`config.mk`:
```
export PLATFORM = sky130hd
export DESIGN_NAME = merge16_scheduler
export DESIGN_NICKNAME = d
export VERILOG_FILES = /design/src/rtl/merge16_scheduler.sv
export SDC_FILE = /design/constraint.sdc
export NUM_CORES = 2
export LEC_CHECK = 0
export BUFFER_PORTS_ARGS = -buffer_cell sky130_fd_sc_hd__buf_2
export CORE_AREA = 4 4 374 376
export CTS_CLUSTER_DIAMETER = 30
export DETAILED_ROUTE_END_ITERATION = 10
export DIE_AREA = 0 0 378 380
export PLACE_DENSITY = 0.6
export SYNTH_ARGS = -nofsm -noshare
export SYNTH_HDL_FRONTEND = slang
export SYNTH_SLANG_ARGS = --single-unit
```
`constraint.sdc`:
```
create_clock -name clock4x -period 4.5 [get_ports clock4x]
set_clock_uncertainty 0.15 [all_clocks]
set_input_delay 1.35 -clock clock4x [delete_from_list [all_inputs] [get_ports clock4x]]
set_output_delay 1.35 -clock clock4x [all_outputs]
set_load 0.01 [all_outputs]
```
`src/rtl/merge16_scheduler.sv`:
```
// merge16_scheduler
//   Reduces four priority-sorted groups of 8 clusters (A..D) to one group of
//   8 by time-multiplexing a single external merge16_light on clock4x:
//   A+B, then C+D, then AB+CD. The merger returns no valid flags, so counts
//   are tracked here and unused result slots are zero-filled.
// Ports
//   clock4x, reset_n          : clock (rising edge), async active-low reset
//   in_valid/in_ready         : frame handshake; in_adr/in_cnt/in_vpf carry
//                               group g slot s at index g*8+s
//   m_adr/cnt/vpf_lo/hi,
//   m_mux_pulse               : issue side of the shared merger
//   m_adr_o, m_cnt_o,
//   m_mux_pulse_o             : merger results and return strobe
//   out_valid, out_adr,
//   out_cnt, out_vpf,
//   out_ncl, out_trunc        : merged result (held between frames)
//   drop_cnt                  : saturating count of frames offered while busy
//   err_vpf, err_sync         : sticky non-thermometer vpf / missing return pulse
module merge16_scheduler #(
  parameter int MXADRBITS = 11,
  parameter int MXCNTBITS = 3
) (
  input  logic                      clock4x,
  input  logic                      reset_n,
  input  logic                      in_valid,
  output logic                      in_ready,
  input  logic [32*MXADRBITS-1:0]   in_adr,
  input  logic [32*MXCNTBITS-1:0]   in_cnt,
  input  logic [31:0]               in_vpf,
  output logic [8*MXADRBITS-1:0]    m_adr_lo,
  output logic [8*MXADRBITS-1:0]    m_adr_hi,
  output logic [8*MXCNTBITS-1:0]    m_cnt_lo,
  output logic [8*MXCNTBITS-1:0]    m_cnt_hi,
  output logic [7:0]                m_vpf_lo,
  output logic [7:0]                m_vpf_hi,
  output logic                      m_mux_pulse,
  input  logic [8*MXADRBITS-1:0]    m_adr_o,
  input  logic [8*MXCNTBITS-1:0]    m_cnt_o,
  input  logic                      m_mux_pulse_o,
  output logic                      out_valid,
  output logic [8*MXADRBITS-1:0]    out_adr,
  output logic [8*MXCNTBITS-1:0]    out_cnt,
  output logic [7:0]                out_vpf,
  output logic [3:0]                out_ncl,
  output logic                      out_trunc,
  output logic [7:0]                drop_cnt,
  output logic                      err_vpf,
  output logic                      err_sync
);

  localparam int AW = 8*MXADRBITS;
  localparam int CW = 8*MXCNTBITS;

  typedef enum logic [3:0] {
    S_IDLE, S_ISS_AB, S_ISS_CD, S_WAIT, S_CAP_AB, S_CAP_CD, S_W1, S_W2, S_CAP_F
  } state_t;

  function automatic logic [3:0] lead_ones(input logic [7:0] v);
    logic [3:0] n;
    logic       run;
    n   = '0;
    run = 1'b1;
    for (int unsigned i = 0; i < 8; i++) begin
      if (run && v[i]) n = n + 4'd1;
      else             run = 1'b0;
    end
    return n;
  endfunction

  function automatic logic [7:0] therm(input logic [3:0] n);
    logic [7:0] t;
    t = '0;
    for (int unsigned i = 0; i < 8; i++) t[i] = (i < 32'(n));
    return t;
  endfunction

  function automatic logic [3:0] min8(input logic [5:0] s);
    return (s > 6'd8) ? 4'd8 : s[3:0];
  endfunction

  function automatic logic [AW-1:0] mask_adr(input logic [AW-1:0] a, input logic [3:0] n);
    logic [AW-1:0] r;
    r = '0;
    for (int unsigned s = 0; s < 8; s++)
      if (s < 32'(n)) r[s*MXADRBITS +: MXADRBITS] = a[s*MXADRBITS +: MXADRBITS];
    return r;
  endfunction

  function automatic logic [CW-1:0] mask_cnt(input logic [CW-1:0] c, input logic [3:0] n);
    logic [CW-1:0] r;
    r = '0;
    for (int unsigned s = 0; s < 8; s++)
      if (s < 32'(n)) r[s*MXCNTBITS +: MXCNTBITS] = c[s*MXCNTBITS +: MXCNTBITS];
    return r;
  endfunction

  state_t                  state_q, state_d;
  logic                    in_ready_q, in_ready_d;
  logic [32*MXADRBITS-1:0] grp_adr_q, grp_adr_d;
  logic [32*MXCNTBITS-1:0] grp_cnt_q, grp_cnt_d;
  logic [3:0][3:0]         n_q, n_d;
  logic [AW-1:0]           ab_adr_q, ab_adr_d;
  logic [CW-1:0]           ab_cnt_q, ab_cnt_d;
  logic [AW-1:0]           m_adr_lo_q, m_adr_lo_d, m_adr_hi_q, m_adr_hi_d;
  logic [CW-1:0]           m_cnt_lo_q, m_cnt_lo_d, m_cnt_hi_q, m_cnt_hi_d;
  logic [7:0]              m_vpf_lo_q, m_vpf_lo_d, m_vpf_hi_q, m_vpf_hi_d;
  logic                    m_mux_pulse_q, m_mux_pulse_d;
  logic                    out_valid_q, out_valid_d;
  logic [AW-1:0]           out_adr_q, out_adr_d;
  logic [CW-1:0]           out_cnt_q, out_cnt_d;
  logic [7:0]              out_vpf_q, out_vpf_d;
  logic [3:0]              out_ncl_q, out_ncl_d;
  logic                    out_trunc_q, out_trunc_d;
  logic [7:0]              drop_q, drop_d;
  logic                    err_vpf_q, err_vpf_d;
  logic                    err_sync_q, err_sync_d;

  logic                    accept;
  logic [3:0]              n_ab, n_cd, n_f;
  logic [5:0]              n_tot;
  logic                    issue, swap;
  logic [AW-1:0]           op_l_adr, op_h_adr;
  logic [CW-1:0]           op_l_cnt, op_h_cnt;
  logic [3:0]              op_l_n, op_h_n;

  assign accept = in_valid & in_ready_q;
  assign n_ab   = min8(6'(n_q[0]) + 6'(n_q[1]));
  assign n_cd   = min8(6'(n_q[2]) + 6'(n_q[3]));
  assign n_f    = min8(6'(n_ab) + 6'(n_cd));
  assign n_tot  = 6'(n_q[0]) + 6'(n_q[1]) + 6'(n_q[2]) + 6'(n_q[3]);

  always_ff @(posedge clock4x or negedge reset_n) begin
    if (!reset_n) begin
      state_q       <= S_IDLE;
      in_ready_q    <= 1'b0;
      grp_adr_q     <= '0;
      grp_cnt_q     <= '0;
      n_q           <= '0;
      ab_adr_q      <= '0;
      ab_cnt_q      <= '0;
      m_adr_lo_q    <= '0;
      m_adr_hi_q    <= '0;
      m_cnt_lo_q    <= '0;
      m_cnt_hi_q    <= '0;
      m_vpf_lo_q    <= '0;
      m_vpf_hi_q    <= '0;
      m_mux_pulse_q <= 1'b0;
      out_valid_q   <= 1'b0;
      out_adr_q     <= '0;
      out_cnt_q     <= '0;
      out_vpf_q     <= '0;
      out_ncl_q     <= '0;
      out_trunc_q   <= 1'b0;
      drop_q        <= '0;
      err_vpf_q     <= 1'b0;
      err_sync_q    <= 1'b0;
    end else begin
      state_q       <= state_d;
      in_ready_q    <= in_ready_d;
      grp_adr_q     <= grp_adr_d;
      grp_cnt_q     <= grp_cnt_d;
      n_q           <= n_d;
      ab_adr_q      <= ab_adr_d;
      ab_cnt_q      <= ab_cnt_d;
      m_adr_lo_q    <= m_adr_lo_d;
      m_adr_hi_q    <= m_adr_hi_d;
      m_cnt_lo_q    <= m_cnt_lo_d;
      m_cnt_hi_q    <= m_cnt_hi_d;
      m_vpf_lo_q    <= m_vpf_lo_d;
      m_vpf_hi_q    <= m_vpf_hi_d;
      m_mux_pulse_q <= m_mux_pulse_d;
      out_valid_q   <= out_valid_d;
      out_adr_q     <= out_adr_d;
      out_cnt_q     <= out_cnt_d;
      out_vpf_q     <= out_vpf_d;
      out_ncl_q     <= out_ncl_d;
      out_trunc_q   <= out_trunc_d;
      drop_q        <= drop_d;
      err_vpf_q     <= err_vpf_d;
      err_sync_q    <= err_sync_d;
    end
  end

  always_comb begin
    state_d = state_q;
    case (state_q)
      S_IDLE:   if (accept) state_d = S_ISS_AB;
      S_ISS_AB: state_d = S_ISS_CD;
      S_ISS_CD: state_d = S_WAIT;
      S_WAIT:   state_d = S_CAP_AB;
      S_CAP_AB: state_d = S_CAP_CD;
      S_CAP_CD: state_d = S_W1;
      S_W1:     state_d = S_W2;
      S_W2:     state_d = S_CAP_F;
      S_CAP_F:  state_d = S_IDLE;
      default:  state_d = S_IDLE;
    endcase
  end

  // Operand selection for the three merges. In CAP_CD the CD result is
  // taken straight off the merger, masked to its count, and reissued.
  always_comb begin
    issue    = 1'b0;
    op_l_adr = '0;
    op_l_cnt = '0;
    op_l_n   = '0;
    op_h_adr = '0;
    op_h_cnt = '0;
    op_h_n   = '0;
    case (state_q)
      S_ISS_AB: begin
        issue    = 1'b1;
        op_l_adr = grp_adr_q[0*AW +: AW];
        op_l_cnt = grp_cnt_q[0*CW +: CW];
        op_l_n   = n_q[0];
        op_h_adr = grp_adr_q[1*AW +: AW];
        op_h_cnt = grp_cnt_q[1*CW +: CW];
        op_h_n   = n_q[1];
      end
      S_ISS_CD: begin
        issue    = 1'b1;
        op_l_adr = grp_adr_q[2*AW +: AW];
        op_l_cnt = grp_cnt_q[2*CW +: CW];
        op_l_n   = n_q[2];
        op_h_adr = grp_adr_q[3*AW +: AW];
        op_h_cnt = grp_cnt_q[3*CW +: CW];
        op_h_n   = n_q[3];
      end
      S_CAP_CD: begin
        issue    = 1'b1;
        op_l_adr = ab_adr_q;
        op_l_cnt = ab_cnt_q;
        op_l_n   = n_ab;
        op_h_adr = mask_adr(m_adr_o, n_cd);
        op_h_cnt = mask_cnt(m_cnt_o, n_cd);
        op_h_n   = n_cd;
      end
      default: ;
    endcase
    // Fuller operand goes to the lo port so an empty lo half never stalls
    // the merger; ties keep L on lo to preserve group priority.
    swap = (op_h_n > op_l_n);
  end

  always_comb begin
    grp_adr_d     = grp_adr_q;
    grp_cnt_d     = grp_cnt_q;
    n_d           = n_q;
    ab_adr_d      = ab_adr_q;
    ab_cnt_d      = ab_cnt_q;
    m_adr_lo_d    = m_adr_lo_q;
    m_adr_hi_d    = m_adr_hi_q;
    m_cnt_lo_d    = m_cnt_lo_q;
    m_cnt_hi_d    = m_cnt_hi_q;
    m_vpf_lo_d    = m_vpf_lo_q;
    m_vpf_hi_d    = m_vpf_hi_q;
    m_mux_pulse_d = 1'b0;
    out_valid_d   = 1'b0;
    out_adr_d     = out_adr_q;
    out_cnt_d     = out_cnt_q;
    out_vpf_d     = out_vpf_q;
    out_ncl_d     = out_ncl_q;
    out_trunc_d   = out_trunc_q;
    err_vpf_d     = err_vpf_q;
    err_sync_d    = err_sync_q;
    drop_d        = drop_q;
    in_ready_d    = (state_d == S_IDLE);

    if (in_valid && !in_ready_q && (drop_q != 8'hFF)) drop_d = drop_q + 8'd1;

    case (state_q)
      S_IDLE: begin
        if (accept) begin
          grp_adr_d = in_adr;
          grp_cnt_d = in_cnt;
          for (int unsigned g = 0; g < 4; g++) begin
            n_d[g] = lead_ones(in_vpf[g*8 +: 8]);
            if (in_vpf[g*8 +: 8] != therm(lead_ones(in_vpf[g*8 +: 8]))) err_vpf_d = 1'b1;
          end
        end
      end
      S_CAP_AB: begin
        ab_adr_d = mask_adr(m_adr_o, n_ab);
        ab_cnt_d = mask_cnt(m_cnt_o, n_ab);
        if (!m_mux_pulse_o) err_sync_d = 1'b1;
      end
      S_CAP_CD: begin
        if (!m_mux_pulse_o) err_sync_d = 1'b1;
      end
      S_CAP_F: begin
        out_adr_d   = mask_adr(m_adr_o, n_f);
        out_cnt_d   = mask_cnt(m_cnt_o, n_f);
        out_vpf_d   = therm(n_f);
        out_ncl_d   = n_f;
        out_trunc_d = (n_tot > 6'd8);
        out_valid_d = 1'b1;
        if (!m_mux_pulse_o) err_sync_d = 1'b1;
      end
      default: ;
    endcase

    if (issue) begin
      m_mux_pulse_d = 1'b1;
      if (swap) begin
        m_adr_lo_d = op_h_adr;
        m_cnt_lo_d = op_h_cnt;
        m_vpf_lo_d = therm(op_h_n);
        m_adr_hi_d = op_l_adr;
        m_cnt_hi_d = op_l_cnt;
        m_vpf_hi_d = therm(op_l_n);
      end else begin
        m_adr_lo_d = op_l_adr;
        m_cnt_lo_d = op_l_cnt;
        m_vpf_lo_d = therm(op_l_n);
        m_adr_hi_d = op_h_adr;
        m_cnt_hi_d = op_h_cnt;
        m_vpf_hi_d = therm(op_h_n);
      end
    end
  end

  assign in_ready    = in_ready_q;
  assign m_adr_lo    = m_adr_lo_q;
  assign m_adr_hi    = m_adr_hi_q;
  assign m_cnt_lo    = m_cnt_lo_q;
  assign m_cnt_hi    = m_cnt_hi_q;
  assign m_vpf_lo    = m_vpf_lo_q;
  assign m_vpf_hi    = m_vpf_hi_q;
  assign m_mux_pulse = m_mux_pulse_q;
  assign out_valid   = out_valid_q;
  assign out_adr     = out_adr_q;
  assign out_cnt     = out_cnt_q;
  assign out_vpf     = out_vpf_q;
  assign out_ncl     = out_ncl_q;
  assign out_trunc   = out_trunc_q;
  assign drop_cnt    = drop_q;
  assign err_vpf     = err_vpf_q;
  assign err_sync    = err_sync_q;

endmodule

```
==> results.md <==
- I/O Buffers: 973
- Die Ht: between 300 and 400 µm
- Root buffer cell: clkbuf_16
- Post-Place Cells: 7168
- Clk buf depth: 3
- Drt first pass iters: 9
- Met2 GRT Util: 0.395
- Lkg Pwr: 29.9 nW
- Worst-path maximum fanout: 3
- Clock share of power: 0.350
- Syn nets: about 5100
- Antenna Violating Nets Remaining: 0
- Grt met1 use: 0.299
- Placement Rows: 136
- Post-Synth Adder-Cell Area: 0.0154
- Total of warnings raised by yosys: 0
- Synth Area per Inst: ~9.4 µm²
- Synth Instances: 4491
- Hold crit path type: flip-flop to flip-flop
- Final setup violation count: 3
- Clk_lat worst skew: roughly 0.82 ns
- Commonest non-fill, non-tap cell in the layout: nand2_1
- Distinct cells, synth: ~80
- Vias in the first global route: 40800
- VDD IR max: 966 µV
- Initial Utilization: 0.308
- Total grt overflow: 0
- Max-Cap Viols: 0
- Layout cells sized above 1: 0.293
- PnR worst setup slack: -0.814 ns
- Die width: about 380 µm
- Clock slew at reported path FFs: 0.04 ns
- Critical path arrival: around 5.8 ns
- Final Max Slew Viols: 0
- First-pass GRT wire length: 265 mm
- Max stage delay cell, worst path: a2111o_1
- Flops & latches, synth: 957
- Post-synth top flop: dfrtp_1
- Most repeated library cell on the critical path: nand2_1
- DP Wirelength: 125 mm
- Fin Setup TNS: -1.60 ns
- Simple-Gate Fraction of Synth Area: 0.184
- Worst path bufs/invs: 3
- GRT Overall Usage: 0.242
- Post-Synth XOR/XNOR Area: 0.00590
- Largest stage delay, worst path: 0.42 ns
- Status: finished, violations left
- CTS tree: built
- Layer with the highest usage: met2
- Most frequent cells in the layout: 1653 x nand2_1, 970 x buf_2, 956 x dfrtp_1, 282 x o21ai_0, 225 x clkbuf_16
- Req. time, crit path: 5.03 ns
- P_sw: slightly below 20 mW
- Core area: 137000 µm²
- GRT met3 Usage: 0.0674
- First DRT Iteration DRCs: 4133
- Cell Int Power: roughly 30 mW
- IO Count: 974
- Hold Worst Slack: 0.310 ns
- Final Core Density: 0.432
- Delay-heaviest family, CP: compound AO/OA/AOI/OAI gates
- CTS Sinks: 957
- Top cell type's share of synthesized area: 0.568
- Drt drc: 0
- EDFF count, synth: 0
- Area delta synth->final: 40.1%
- Endpoints failing hold: 0
- Yosys top cell by area: dfrtp_1
- Max_slew headroom: 0.352
- Drt wl/cell: 23.8 µm
- Reg power frac: 0.296
- Area contributors post-synth: dfrtp_1 57%, nand2_1 15%, a22oi_1 3.9%
- Area of the mapped netlist: around 42000 µm²
- CTS hold repair buffers: 0
- Fin crit share: 1.18
- H-tree depth: 4
- PwrDens: around 840 nW/µm²
- Routed wire length: 182 mm
- Vias per inst: 5.32
- Failing checks: setup timing
- Via count of the routed design: 40600
- FMAX: 188 MHz
- Worst-Margin Slew: 0.972 ns
- Tmin final: ~5.3 ns
- CTS Buf Count: 223
- Post-place setup slack: -1.92 ns
- Final GP Congestion: 0.909
- Worst setup EP type: flip-flop
- Full die area: 144000 µm²
- Sw Ratio: 0.392
- Ys async rst share: 1.00
- Post-Layout Cell Count: about 7600
- Fin nets: 6259
- Comb pwr share: 0.354
- CP startpoint kind: primary input
- Largest family of logic cells by synthesized area: compound AO/OA/AOI/OAI gates
- Largest net degree at the start of global routing: ~140
- Post-synthesis compound-gate area fraction: 0.187
- Crit Path Category: primary input to flip-flop
- Fillers: 13300
- Sequential cell area fraction in the yosys report: 0.568
- RSZ-0062 raised after global routing: yes
- Multiplexer share of the synthesized area: 0.00608
- Antenna violations before repair: between 40 and 50
[cell type report]
type	instances	area (µm²)	share of cell area
Inverter	53	201	0.00341
Sequential cell	957	23900	0.405
Multi-Input combinational cell	3153	17200	0.290
Clock inverter	138	2110	0.0357
Timing Repair Buffer	1228	7280	0.123
Tap cell	1794	2240	0.0380
Antenna cell	19	47.5	0.000805
Clock buffer	282	6100	0.103
[worst min-delay path: stages, from the launching register on]
cell and delay [ns]:
dfrtp_1 0.33, nand2_1 0.05, nand2_1 0.05
[state kept, by name, indices dropped and copies added, names as in the netlist, 3 cells and up]
register	count
grp_adr_q	352
grp_cnt_q	96
ab_adr_q	88
m_adr_hi	88
m_adr_lo	88
out_adr	88
ab_cnt_q	24
m_cnt_hi	24
m_cnt_lo	24
out_cnt	24
n_q	16
drop_cnt	8
m_vpf_hi	8
m_vpf_lo	8
out_vpf	8
state_q	4
out_ncl	3
[synthesized netlist by cell type, types with 14 or more instances]
library cell / instances
buf_1: 19
a21oi_1: 127
nor3_1: 15
inv_1: 52
ha_1: 39
o21ai_0: 283
nand4_1: 14
clkbuf_1: 296
dfrtp_1: 957
and2_1: 14
nand3_1: 36
a22oi_1: 219
nand2_1: 1657
a22o_1: 186
o21ai_1: 22
nor2_1: 145
a222oi_1: 155
[power groups by stage]
stage	sequential [mW]	combinational [mW]	clock [mW]
floorplan	14.5	9.25	0
global placement	14.5	16.4	0
detailed placement	14.6	16.7	0
CTS	14.6	16.8	17.5
global route	15.0	19.1	18.0
finish	14.6	17.5	17.3
[through the flow]
step	power, mW	instance area (µm²)
global placement	30.9	50500
global route	52.1	59100
floorplan	23.8	42300
detailed placement	31.3	50500
finish	49.4	59100
CTS	48.8	58800
[logic make-up after synthesis]
group | Yosys count
XOR/XNOR | 26
AND/OR/NAND/NOR | 1959
adder cells (fa/ha/maj) | 47
buffers and inverters | 381
multiplexers | 24
flip-flops | 957
AO/OA/AOI/OAI | 1097
[path summary, 6_finish.rpt]
check                            start      endpoint  slack (ns)  cells past startpoint
max                          in_vpf[9]       err_vpf       -0.81                     26
min                        out_adr[80]   out_adr[80]        0.31                      2
max reg2reg                     n_q[4]   m_vpf_lo[0]        0.21                     18
min reg2reg                out_adr[80]   out_adr[80]        0.31                      2
max in group asynchronous      reset_n  ab_adr_q[19]        2.70                      2
min in group asynchronous      reset_n   out_adr[23]        0.45                      1
[timing repair]
item | in CTS | in global routing
cloned | 0 | 2
hold endpoints to repair | 0 | 0
pin swaps | 6 | 4
setup buffers | 29 | 12
endpoints found under the setup margin | 4 | 115
gates resized for setup | 16 | 19
[layer usage]
metal	wire length, µm	part of all wire
met1	70900	0.39
met2	86000	0.47
met3	16100	0.089
met4	8300	0.046
met5	242	0.0013
Power figures use the tool's default switching activity.
